<file path="src/rtl/mem_arbiter_if.sv">
// Bundle of the instruction port, data port and downstream memory signals.
// The arbiter takes the slave view; the bench drives through the master view.
interface mem_arbiter_if;
    logic        mem_read_i;
    logic [31:0] mem_address_i;
    logic [31:0] mem_rdata_i;
    logic        mem_resp_i;

    logic        mem_read_d;
    logic        mem_write_d;
    logic [3:0]  mem_byte_enable_d;
    logic [31:0] mem_address_d;
    logic [31:0] mem_wdata_d;
    logic [31:0] mem_rdata_d;
    logic        mem_resp_d;

    logic        mem_read;
    logic        mem_write;
    logic [3:0]  mem_byte_enable;
    logic [31:0] mem_address;
    logic [31:0] mem_wdata;
    logic        mem_resp;
    logic [31:0] mem_rdata;

    modport slave (
        input  mem_read_i, mem_address_i,
        output mem_rdata_i, mem_resp_i,
        input  mem_read_d, mem_write_d, mem_byte_enable_d, mem_address_d, mem_wdata_d,
        output mem_rdata_d, mem_resp_d,
        output mem_read, mem_write, mem_byte_enable, mem_address, mem_wdata,
        input  mem_resp, mem_rdata
    );

    modport master (
        output mem_read_i, mem_address_i,
        input  mem_rdata_i, mem_resp_i,
        output mem_read_d, mem_write_d, mem_byte_enable_d, mem_address_d, mem_wdata_d,
        input  mem_rdata_d, mem_resp_d,
        input  mem_read, mem_write, mem_byte_enable, mem_address, mem_wdata,
        output mem_resp, mem_rdata
    );
endinterface

</file>
<file path="src/rtl/mem_arbiter.sv">
// Two-port (instruction/data) arbiter onto one downstream memory port; one transaction in flight.
// Downstream request one cycle after grant, held from latched registers until mem_resp.
module mem_arbiter #(
    parameter bit DATA_PRIORITY = 1'b0
) (
    input logic          clk,
    input logic          rst,
    mem_arbiter_if.slave bus
);
    typedef enum logic [1:0] {
        IDLE    = 2'd0,
        SERVE_I = 2'd1,
        SERVE_D = 2'd2
    } state_t;

    state_t      state;
    logic        last_grant_d;
    logic        orphan;
    logic [31:0] addr_q;
    logic [31:0] wdata_q;
    logic [3:0]  be_q;
    logic        read_q;
    logic        write_q;

    logic req_i, req_d, tie_to_d, pick_d, serving, owner_req, forward;

    assign req_i     = bus.mem_read_i;
    assign req_d     = bus.mem_read_d | bus.mem_write_d;
    assign tie_to_d  = DATA_PRIORITY | ~last_grant_d;
    assign pick_d    = req_d & (~req_i | tie_to_d);
    assign serving   = (state == SERVE_I) | (state == SERVE_D);
    assign owner_req = (state == SERVE_D) ? req_d : req_i;
    // A requester that has gone away (or is being reset) never sees the completion.
    assign forward   = ~rst & serving & bus.mem_resp & ~orphan & owner_req;

    assign bus.mem_resp_i      = forward & (state == SERVE_I);
    assign bus.mem_resp_d      = forward & (state == SERVE_D);
    assign bus.mem_rdata_i     = bus.mem_resp_i ? bus.mem_rdata : 32'd0;
    assign bus.mem_rdata_d     = bus.mem_resp_d ? bus.mem_rdata : 32'd0;
    assign bus.mem_read        = read_q;
    assign bus.mem_write       = write_q;
    assign bus.mem_byte_enable = be_q;
    assign bus.mem_address     = addr_q;
    assign bus.mem_wdata       = wdata_q;

    always_ff @(posedge clk) begin
        if (rst) begin
            state        <= IDLE;
            last_grant_d <= 1'b1;
            orphan       <= 1'b0;
            addr_q       <= 32'd0;
            wdata_q      <= 32'd0;
            be_q         <= 4'd0;
            read_q       <= 1'b0;
            write_q      <= 1'b0;
        end else begin
            case (state)
                IDLE: begin
                    if (req_i | req_d) begin
                        if (pick_d) begin
                            state   <= SERVE_D;
                            addr_q  <= bus.mem_address_d;
                            read_q  <= bus.mem_read_d;
                            write_q <= bus.mem_write_d;
                            be_q    <= bus.mem_write_d ? bus.mem_byte_enable_d : 4'hF;
                            wdata_q <= bus.mem_write_d ? bus.mem_wdata_d : 32'd0;
                        end else begin
                            state   <= SERVE_I;
                            addr_q  <= bus.mem_address_i;
                            read_q  <= 1'b1;
                            write_q <= 1'b0;
                            be_q    <= 4'hF;
                            wdata_q <= 32'd0;
                        end
                    end
                end
                SERVE_I, SERVE_D: begin
                    if (bus.mem_resp) begin
                        state        <= IDLE;
                        read_q       <= 1'b0;
                        write_q      <= 1'b0;
                        orphan       <= 1'b0;
                        last_grant_d <= (state == SERVE_D);
                    end else if (!owner_req) begin
                        orphan <= 1'b1;
                    end
                end
                default: state <= IDLE;
            endcase
        end
    end
endmodule

</file>
<file path="src/flat_wrapper.sv">
// flat-port wrapper written by rule: the top's interface ports become plain ports
module mem_arbiter_flat 
#(
    parameter bit DATA_PRIORITY = 1'b0
)
  (clk, rst, bus_mem_read_i, bus_mem_address_i, bus_mem_rdata_i, bus_mem_resp_i, bus_mem_read_d, bus_mem_write_d, bus_mem_byte_enable_d, bus_mem_address_d, bus_mem_wdata_d, bus_mem_rdata_d, bus_mem_resp_d, bus_mem_read, bus_mem_write, bus_mem_byte_enable, bus_mem_address, bus_mem_wdata, bus_mem_resp, bus_mem_rdata);
  mem_arbiter_if bus_i ();
  input logic clk;
  input logic rst;
  input wire logic [$bits(bus_i.mem_read_i)-1:0] bus_mem_read_i;
  input wire logic [$bits(bus_i.mem_address_i)-1:0] bus_mem_address_i;
  output wire logic [$bits(bus_i.mem_rdata_i)-1:0] bus_mem_rdata_i;
  output wire logic [$bits(bus_i.mem_resp_i)-1:0] bus_mem_resp_i;
  input wire logic [$bits(bus_i.mem_read_d)-1:0] bus_mem_read_d;
  input wire logic [$bits(bus_i.mem_write_d)-1:0] bus_mem_write_d;
  input wire logic [$bits(bus_i.mem_byte_enable_d)-1:0] bus_mem_byte_enable_d;
  input wire logic [$bits(bus_i.mem_address_d)-1:0] bus_mem_address_d;
  input wire logic [$bits(bus_i.mem_wdata_d)-1:0] bus_mem_wdata_d;
  output wire logic [$bits(bus_i.mem_rdata_d)-1:0] bus_mem_rdata_d;
  output wire logic [$bits(bus_i.mem_resp_d)-1:0] bus_mem_resp_d;
  output wire logic [$bits(bus_i.mem_read)-1:0] bus_mem_read;
  output wire logic [$bits(bus_i.mem_write)-1:0] bus_mem_write;
  output wire logic [$bits(bus_i.mem_byte_enable)-1:0] bus_mem_byte_enable;
  output wire logic [$bits(bus_i.mem_address)-1:0] bus_mem_address;
  output wire logic [$bits(bus_i.mem_wdata)-1:0] bus_mem_wdata;
  input wire logic [$bits(bus_i.mem_resp)-1:0] bus_mem_resp;
  input wire logic [$bits(bus_i.mem_rdata)-1:0] bus_mem_rdata;
  assign bus_i.mem_read_i = bus_mem_read_i;
  assign bus_i.mem_address_i = bus_mem_address_i;
  assign bus_mem_rdata_i = bus_i.mem_rdata_i;
  assign bus_mem_resp_i = bus_i.mem_resp_i;
  assign bus_i.mem_read_d = bus_mem_read_d;
  assign bus_i.mem_write_d = bus_mem_write_d;
  assign bus_i.mem_byte_enable_d = bus_mem_byte_enable_d;
  assign bus_i.mem_address_d = bus_mem_address_d;
  assign bus_i.mem_wdata_d = bus_mem_wdata_d;
  assign bus_mem_rdata_d = bus_i.mem_rdata_d;
  assign bus_mem_resp_d = bus_i.mem_resp_d;
  assign bus_mem_read = bus_i.mem_read;
  assign bus_mem_write = bus_i.mem_write;
  assign bus_mem_byte_enable = bus_i.mem_byte_enable;
  assign bus_mem_address = bus_i.mem_address;
  assign bus_mem_wdata = bus_i.mem_wdata;
  assign bus_i.mem_resp = bus_mem_resp;
  assign bus_i.mem_rdata = bus_mem_rdata;
  mem_arbiter #(.DATA_PRIORITY(DATA_PRIORITY)) u_core (.clk(clk), .rst(rst), .bus(bus_i));
endmodule
</file>
<file path="config.mk">
export PLATFORM = sky130hd
export DESIGN_NAME = mem_arbiter_flat
export DESIGN_NICKNAME = d
export VERILOG_FILES = /design/src/rtl/mem_arbiter_if.sv /design/src/rtl/mem_arbiter.sv /design/src/flat_wrapper.sv
export SDC_FILE = /design/constraint.sdc
export NUM_CORES = 1
export LEC_CHECK = 0
export BUFFER_PORTS_ARGS = -buffer_cell sky130_fd_sc_hd__buf_2
export CAP_MARGIN = 20
export CORE_AREA = 4 4 104 106
export CTS_CLUSTER_SIZE = 25
export DETAILED_ROUTE_END_ITERATION = 6
export DIE_AREA = 0 0 108 110
export PLACE_DENSITY = 0.72
export SYNTH_ARGS = -nofsm -noshare
export SYNTH_HDL_FRONTEND = slang
export SYNTH_SLANG_ARGS = --single-unit
</file>
<file path="constraint.sdc">
create_clock -name clk -period 2.5 [get_ports clk]
set_input_delay 0.5 -clock clk [delete_from_list [all_inputs] [get_ports clk]]
set_output_delay 0.5 -clock clk [all_outputs]
set_load 0.01 [all_outputs]
</file>
== Word level (Yosys, flattened, before mapping) ==
Index checks and enable logic that the tools add are counted.

* Equal/unequal tests: 5
* Muxes and demuxes: 21
* Bitwise operators: 15
* Reductions and logical operators: 8

{| class="wikitable"
|+ Operators by type and width
! kind !! count
|-
| two-way mux 32 bit || 5
|-
| two-way mux 1 bit || 8
|-
| two-way mux 4 bit || 2
|-
| AND reduction 2 bit || 4
|-
| AND 1 bit || 7
|-
| two-way mux 2 bit || 3
|-
| inequality test 2 bit, second input constant || 2
|-
| NOT 1 bit || 4
|-
| bitwise OR 1 bit || 4
|-
| case mux 1 bit (2 select lines) || 2
|-
| case mux 2 bit (2 select lines) || 1
|-
| AND reduction 3 bit || 1
|-
| == test 2 x 1 -> 1 bit, second input constant || 1
|-
| == test 2 bit, second input constant || 1
|-
| logical NOT 2 bit || 1
|-
| inequality test 2 x 1 -> 1 bit, second input constant || 1
|-
| nonzero test 2 bit || 1
|-
| OR reduction 2 bit || 1
|}

* Register bits after elaboration: 74

== Logic depth before layout (Yosys ltp) ==
Gate-level depths: netlist (run 1).

* Word-level depth: 8
* Mapped depth: 7

== Worst setup path after synthesis (run 1) ==
No wires, ideal clock.

* Path type: register to output
* Start point: reg u_core.state[0]
* End point: out bus_mem_rdata_d[22]
* Arrival time: 1551 ps
* Setup slack: 449 ps
* Stages on the path, launching flop included: 7
* Path through: dfxtp_1 -> inv_1 -> ha_1 -> nand3_1 -> nor4_2 -> buf_2 -> and2_1

* Cells in the longest elaborated chain, start to end: 8
* Elaborated cells on any way between the ends: 10
* Those cells by class: eq/ne: 2; mux: 2; bitwise: 6

{| class="wikitable"
|+ RTL lines
! item !! line !! RTL
|-
| from (decl) || mem_arbiter.sv:16 || <nowiki>state_t state;</nowiki>
|-
| from (signal assigned) || mem_arbiter.sv:48 || <nowiki>state <= IDLE;</nowiki>
|-
| from (signal assigned) || mem_arbiter.sv:61 || <nowiki>state <= SERVE_D;</nowiki>
|-
| from (signal assigned) || mem_arbiter.sv:68 || <nowiki>state <= SERVE_I;</nowiki>
|-
| == test 2 x 1 -> 1 bit or == test 2 bit (tied branches) || mem_arbiter.sv:31, mem_arbiter.sv:32, mem_arbiter.sv:37 ||
|-
| bitwise OR 1 bit || mem_arbiter.sv:31 || <nowiki>assign serving = (state == SERVE_I) | (state == SERVE_D);</nowiki>
|-
| AND 1 bit (4 in series) || mem_arbiter.sv:34 || <nowiki>assign forward = ~rst & serving & bus.mem_resp & ~orphan & owner_req;</nowiki>
|-
| AND 1 bit (*) || mem_arbiter.sv:37 || <nowiki>assign bus.mem_resp_d = forward & (state == SERVE_D);</nowiki>
|-
| via bus_mem_resp_d || flat_wrapper.sv:20 || <nowiki>output wire logic [$bits(bus_i.mem_resp_d)-1:0] bus_mem_resp_d;</nowiki>
|-
| two-way mux 32 bit (*) || mem_arbiter.sv:39 || <nowiki>assign bus.mem_rdata_d = bus.mem_resp_d ? bus.mem_rdata : 32'd0;</nowiki>
|-
| to (decl) || flat_wrapper.sv:19 || <nowiki>output wire logic [$bits(bus_i.mem_rdata_d)-1:0] bus_mem_rdata_d;</nowiki>
|}

Mark *: on every way through the listed nets, which the timed path passes. The rest lies on a longest branch.

== Worst setup path in the final report (run 1) ==
* Start point: reg u_core.state[0]
* End point: out bus_mem_rdata_d[0]

* Cells in the longest elaborated chain, start to end: 8
* Elaborated cells on any way between the ends: 10
* Those cells by class: eq/ne: 2; mux: 2; bitwise: 6

{| class="wikitable"
|+ RTL lines
! item !! line
|-
| == test 2 x 1 -> 1 bit or == test 2 bit (tied branches) || mem_arbiter.sv:31, mem_arbiter.sv:32, mem_arbiter.sv:37
|-
| bitwise OR 1 bit || mem_arbiter.sv:31
|-
| AND 1 bit (4 in series) || mem_arbiter.sv:34
|-
| AND 1 bit (*) || mem_arbiter.sv:37
|-
| two-way mux 32 bit (*) || mem_arbiter.sv:39
|}

Every way passes the cells marked *; elsewhere a longest branch is shown, timed or not.

==> metrics.log, run 1 <==
INFO  metric initial_utilization = 0.347
INFO  metric synth_edf_count = 0
INFO  metric synth_top_area_cell = dfxtp_1
INFO  metric flow.area_growth_from_synthesis = 65.1%
INFO  metric clkSinkCount = 74
INFO  metric rrSetupSlack = 0.74 ns
INFO  metric ys.flop_type = dfxtp_1
INFO  metric final_max_slew_viol_count = 0
INFO  metric rsz0062_at_grt = yes
INFO  metric tritoncts = done
INFO  metric nets = between 700 and 800
INFO  metric floorplan.die.height = 110 um
INFO  metric global_route_wire_length_before_repair = 20200 um
INFO  metric floorplan.core_area = 9770 um2
INFO  metric power.density = 580 nW/um2
INFO  metric timing.final.crit_share = 0.990
INFO  metric cts.root.buffer_cell = clkbuf_8
INFO  metric power.ir.vdd_worst = 0.000280 V
INFO  metric synth_cell_type_count = 35
INFO  metric fmaxAchievable = 404 MHz
INFO  metric gp_congestion = 0.817
INFO  metric synth_seq_area_share = 0.437
INFO  metric initial_antenna_violation_count = 1
INFO  metric netlist_instances = 378
INFO  metric grt.total_usage = 0.216
INFO  metric synth_nets = 519
INFO  metric globalRouteOverflowTotal = 0
INFO  metric reg2regPathDepth = 6
INFO  metric critical_path.max_fanout = 8
INFO  metric drt_iter0_markers = 262
INFO  metric synth.ff_latch_count = 74
INFO  metric drc = 0
INFO  metric htreeDepth = 3
INFO  metric synthDominantCellAreaShare = 0.437
INFO  metric most_common_cell_after_layout_fill_and_taps_aside = buf_2
INFO  metric mostFrequentLayoutCells = 242 x buf_2, 72 x dfxtp_1, 39 x buf_6, 36 x nand2_1, 34 x and2_1
INFO  metric crit_required = about 2 ns
INFO  metric post-place-ws = 0.227 ns
INFO  metric viasPerCell = roughly 5.1
INFO  metric min_period = 2.47 ns
INFO  metric hold_buffers = 0
INFO  metric ctsLongestPathBuffers = 2
INFO  metric startpoint_type = register
INFO  metric min_delay_worst_endpoint = u_core.bus.mem_address[22]
INFO  metric synthTopCellsByArea = dfxtp_1 44%, and2_1 12%, a221o_1 9.5%, and3_1 5.9%, nand3_1 5.0%
INFO  metric post-route-util = 0.572
INFO  metric hold_path.class = in -> reg
INFO  metric number_of_global_route_vias_before_repair = 4035
INFO  metric finish.instance_area = between 5000 and 6000 um2
INFO  metric largest_net_degree_at_the_start_of_global_routing = between 40 and 50
INFO  metric whs = 0.381 ns
INFO  metric total_power = between 3000 and 4000 uW
INFO  metric worst_slew_pin_slew = 0.465 ns
INFO  metric post_route_cells_drive_above_1_share = 0.548
INFO  metric crit_type = reg -> out
INFO  metric avgRoutedWirePerCell = 17.7 um
INFO  metric fin_ws = ~0.025 ns
INFO  metric power.static_leakage = 0.00292 uW
INFO  metric final_hold_violating_endpoints = 0
INFO  metric via_count = 4024
INFO  metric clk-insertion-delay-late = 0.33 ns
INFO  metric num-fill-cells = between 800 and 900
INFO  metric setup_viol = 0
INFO  metric placement_rows = 36
INFO  metric run_status = finished clean
INFO  metric ant_nets = 0
INFO  metric avgSynthCellArea = 8.96 um2
INFO  metric worst_slew_margin_rel = 0.690
INFO  metric first_pass_iters = 4
INFO  metric holdCritStartpoint = bus_mem_address_d[22]
INFO  metric clock_skew = 0.0127 ns
INFO  metric cts.clk_slew.worst_paths = 0.08 ns
INFO  metric max-cap-violations = 0
INFO  metric synth.cell_area = 3390 um2
INFO  metric worstHoldPathCells = 2
INFO  metric placement.cell_area = 4840 um2
INFO  metric postRouteWirelength = between 10000 and 15000 um
INFO  metric synth-async-reset-ratio = 0
INFO  metric hpwl_reported_at_the_end_of_detailed_placement = 9460 um
INFO  metric worst_ep_arrival_time = 1.97 ns
INFO  metric startpoint = u_core.state[0]
INFO  metric worstReg2RegEnd = u_core.bus.mem_address[1]
INFO  metric numCtsBuffers = 9
INFO  metric die_x = 108 um
INFO  metric yosysWarningCount = 0
INFO  metric timing.rr.start = u_core.state[0]
INFO  metric die-area = 11900 um2
INFO  metric critPathCaptureType = output port
INFO  metric ioPinCount = 274
INFO  metric port_buffers = 273
## report_power, final
group / switching (uW) / total, uW / internal [uW] / leakage (uW)
combinational: 505 / 909 / 404 / 0.00221
clock: 417 / 934 / 516 / 0.000101
sequential: 77.8 / 1400 / 1320 / 0.000609
## worst max-delay path by stage
stage	endpoint	slack [ns]	cells past startpoint
final	bus_mem_rdata_d[0]	0.03	8
after floorplan	bus_mem_rdata_d[22]	0.45	6
after detailed placement	bus_mem_rdata_i[8]	0.23	6
after CTS	bus_mem_rdata_i[9]	-0.03	8
after global placement	bus_mem_rdata_i[28]	0.31	6
after global routing	bus_mem_rdata_d[0]	-0.06	8
## cell type report
class / instances / area (um2) / share of cell area
repair buffers: 301 / 1850 / 0.330
flip-flops and latches: 74 / 1490 / 0.266
well taps: 133 / 166 / 0.0298
clock inverters: 2 / 35.0 / 0.00627
diodes: 1 / 2.50 / 0.000448
clock buffers: 14 / 163 / 0.0291
multi-input cells: 266 / 1870 / 0.334
inverters: 5 / 23.8 / 0.00425
## metrics by stage
stage          std cells  setup TNS [ns]
2_1_floorplan        378               0
3_3_place_gp         761               0
3_5_place_dp         761               0
4_1_cts              790          -0.748
5_1_grt              796           -2.17
6_report             796               0
## Yosys cell counts (all sizes together) (2+ instances only)
cell	n
dfxtp	74
and2	64
nand2	37
nand3	34
a21oi	33
a221o	32
and3	32
buf	18
clkbuf	15
nor2	7
inv	5
o32ai	4
ha	3
a22o	2
mux2i	2
nor4	2
o21ai	2
## routing by layer
layer / routed length [um] / vias up / part of all wire / GRT usage
met3: 1170 / 38 / 0.083 / 0.0513
li1: - / 1911 / - / -
met1: 4770 / 1866 / 0.34 / 0.219
met2: 7630 / 209 / 0.54 / 0.410
met5: 0 / - / 0 / 0
met4: 492 / 0 / 0.035 / 0.109
## repair_timing
action,CTS,global route
buffers inserted,6,4
pin swaps,33,5
gates resized for setup,64,39
setup endpoints to repair,66,66
gates cloned,7,1
## flip-flops by register name (all words and copies together), names as in the netlist
register,cells
u_core.bus.mem_wdata,32
u_core.state,2
u_core.bus.mem_address,32
u_core.bus.mem_read,1
u_core.bus.mem_byte_enable,4
u_core.last_grant_d,1
u_core.bus.mem_write,1
u_core.orphan,1
## logic make-up after synthesis
kind of cell	count (synthesis)	synth area share
compound gates	81	0.193
fa+ha+maj	3	0.0111
buf+inv	38	0.0561
flops	74	0.437
mux	2	0.00591
simple gates	180	0.297
## worst max-delay path, stage by stage, from the launching register on
cell,delay (ns)
dfxtp_4,0.39
inv_4,0.05
ha_4,0.27
nand3_2,0.11
nor4_4,0.20
buf_6,0.18
clkbuf_16,0.15
and2_1,0.14
buf_2,0.15
Power figures use the tool's default switching activity.
==> run 2, diff against run 1 <==
- ABC_AREA: default -> 1
- CORE_AREA: 4 4 104 106 -> 4 4 105 107
- DIE_AREA: 0 0 108 110 -> 0 0 109 111
- PLACE_DENSITY: 0.72 -> 0.73
==> metrics.log, run 2 <==
INFO  metric initial_utilization = 0.380
INFO  metric clkSinkCount = 74
INFO  metric power.net_switching = about 1200 uW
INFO  metric synth-async-reset-ratio = 0
INFO  metric avgSynthCellArea = 6.51 um2
INFO  metric groute.layer.met3.usage = 0.0513
INFO  metric placement_rows = 37
INFO  metric gp_congestion = roughly 0.83
INFO  metric clock_skew = approximately 0.0086 ns
INFO  metric total_power = 3640 uW
INFO  metric synth.ff_latch_count = 74
INFO  metric final_max_slew_viol_count = 0
INFO  metric power_frac_comb = 0.329
INFO  metric postRouteWirelength = 13700 um
INFO  metric synth_cell_type_count = 23
INFO  metric die_x = 109 um
INFO  metric hold_path.class = in -> reg
INFO  metric synth_seq_area_share = 0.384
INFO  metric grt_busiest_layer = met2
INFO  metric power.ir.vdd_worst = roughly 0.00030 V
INFO  metric reg2regPathDepth = 7
INFO  metric port_buffers = 273
INFO  metric power.static_leakage = between 0.003 and 0.004 uW
INFO  metric initial_antenna_violation_count = 0
INFO  metric p_clk_frac = 0.278
INFO  metric synth_top_cells_by_count = 107 x nand2_1, 85 x nor2_1, 74 x dfxtp_1, 67 x inv_1, 49 x nand3_1
INFO  metric cts.root.buffer_cell = clkbuf_8
INFO  metric viasPerCell = 4.81
INFO  metric grt.total_usage = 0.208
INFO  metric post-place-ws = 0.235 ns
INFO  metric clk-insertion-delay-late = 0.34 ns
INFO  metric htreeDepth = 3
INFO  metric most_common_cell_after_layout_fill_and_taps_aside = buf_2
INFO  metric global_route_wire_length_before_repair = 20300 um
INFO  metric synthTopCellsByArea = dfxtp_1 38%, nand2_1 10%, nor2_1 8.3%, inv_1 6.5%, nand3_1 6.4%
INFO  metric mostFrequentLayoutCells = 273 x buf_2, 103 x nand2_1, 83 x nor2_1, 72 x dfxtp_1, 64 x inv_1
INFO  metric globalRouteOverflowTotal = 0
INFO  metric synth_top_area_cell = dfxtp_1
INFO  metric flow.area_growth_from_synthesis = 46.3%
INFO  metric largest_net_degree_at_the_start_of_global_routing = 81
INFO  metric setup_viol = 0
INFO  metric power.density = 645 nW/um2
INFO  metric timing.final.crit_share = 0.961
INFO  metric first_pass_iters = 4
INFO  metric drc = 0
INFO  metric final_hold_violating_endpoints = 0
INFO  metric worst_slew_margin_rel = 0.670
INFO  metric startpoint_type = register
INFO  metric ys.flop_type = dfxtp_1
INFO  metric crit_required = 2.00 ns
INFO  metric synthDominantCellAreaShare = 0.384
INFO  metric fmaxAchievable = 416 MHz
INFO  metric ctsLongestPathBuffers = 2
INFO  metric critPathCaptureType = output port
INFO  metric numCtsBuffers = 9
INFO  metric max-cap-violations = 0
INFO  metric gr-usage-met2 = 0.368
INFO  metric worst_ep_arrival_time = around 1.9 ns
INFO  metric synth_edf_count = 0
INFO  metric worstHoldPathCells = 3
INFO  metric hpwl_reported_at_the_end_of_detailed_placement = 10200 um
INFO  metric synth.cell_area = 3860 um2
INFO  metric min_period = around 2.4 ns
INFO  metric grt_use_met1 = 0.237
INFO  metric p_int = 2400 uW
INFO  metric drt_iter0_markers = 282
INFO  metric rsz0062_at_grt = yes
INFO  metric floorplan.die.height = around 110 um
INFO  metric crit_type = reg -> out
INFO  metric sw_frac_of_total = 0.340
INFO  metric floorplan.core_area = 10100 um2
INFO  metric ant_nets = 0
INFO  metric share_seq_of_total_power = 0.394
INFO  metric avgRoutedWirePerCell = 13.9 um
INFO  metric critical_path.max_fanout = 16
INFO  metric run_status = finished clean
INFO  metric synth_nets = around 730
INFO  metric yosysWarningCount = 0
INFO  metric tritoncts = done
INFO  metric netlist_instances = 592
INFO  metric ioPinCount = 274
INFO  metric worst_slew_pin_slew = 0.495 ns
INFO  metric cts.clk_slew.worst_paths = 0.08 ns
INFO  metric post_route_cells_drive_above_1_share = 0.390
INFO  metric nets = approximately 990
INFO  metric via_count = 4748
INFO  metric number_of_global_route_vias_before_repair = roughly 4100
INFO  metric fin_ws = around 0.097 ns
INFO  metric die-area = 12100 um2
INFO  metric insertedDiodeCount = 0
INFO  metric post-synth-top-count-cell = nand2_1
run 2: cell count changes after synthesis, moves of 23 or more:
cell / before / now
nor2_1: 6 / 85
and2_1: 64 / 0
nand2_1: 37 / 107
a221o_1: 32 / 0
and3_1: 32 / 0
inv_1: 4 / 67
nor3_1: 0 / 36
o21ai_0: 2 / 25
run 2: area by class of cell:
| cell class | instances | area [um2] |
|---|---|---|
| flip-flops and latches | 74 | 1480 |
| clock inverters | 5 | 78.8 |
| well taps | 136 | 170 |
| repair buffers | 294 | 1570 |
| multi-input cells | 401 | 1940 |
| clock buffers | 10 | 138 |
| fillers | 1030 | 4500 |
| inverters | 68 | 255 |
run 2: critical path, stage by stage (launching register included):
cell and delay, ns:
dfxtp_2 0.35, inv_2 0.06, ha_4 0.28, nand2_2 0.07, inv_2 0.06, nand3_2 0.07, or2_4 0.28, clkbuf_16 0.18
nor2_1 0.09, buf_2 0.13
run 2: routing by layer:
metal | up-vias | wire length [um]
li1 | 2411 | -
met1 | 2081 | 5200
met2 | 229 | 6870
met3 | 27 | 1300
met4 | 0 | 366
met5 | - | 0
run 2: stage by stage:
step / utilization / hold slack [ns] / cells / setup TNS (ns) / instance area [um2]
after floorplan: - / 0.442 / 592 / 0 / 3860
after global placement: 0.524 / 0.449 / 970 / 0 / 5320
after detailed placement: 0.524 / 0.453 / 970 / 0 / 5320
after CTS: 0.549 / 0.379 / 985 / 0 / 5560
after global routing: 0.556 / 0.400 / 988 / -0.0358 / 5640
final: 0.556 / 0.396 / 988 / 0 / 5640
run 2: kinds of logic (layout without fill, tap and decap cells):
logic type / after synthesis / in the layout / synth area share
AOI/OAI and AO/OA: 96 / 96 / 0.132
adders and majority gates: 3 / 3 / 0.00973
buffers and inverters: 117 / 377 / 0.129
DFF: 74 / 74 / 0.384
and+or+nand+nor: 302 / 302 / 0.345
run 2: worst paths after layout:
path,slack (ns),endpoint,start
setup / recovery,0.1,bus_mem_rdata_d[11],u_core.state[0]
setup reg to reg,1.08,u_core.bus.mem_address[20],u_core.last_grant_d
hold / removal,0.40,u_core.bus.mem_byte_enable[2],bus_mem_byte_enable_d[2]
hold reg to reg,0.46,u_core.bus.mem_address[9],u_core.bus.mem_address[9]
run 2: repair_timing:
item,CTS,global route
gates resized for setup,5,15
buffers inserted,0,2
gates cloned,0,1
pin swaps,0,3
hold buffers,0,0
setup endpoints to repair,41,55
run 2: power by group through the flow:
stage | combinational (uW) | sequential (uW) | clock, uW
floorplan | 644 | 1540 | 0
global placement | 1170 | 1450 | 0
detailed placement | 1170 | 1450 | 0
CTS | 1190 | 1430 | 1040
global route | 1330 | 1450 | 1090
finish | 1200 | 1430 | 1010
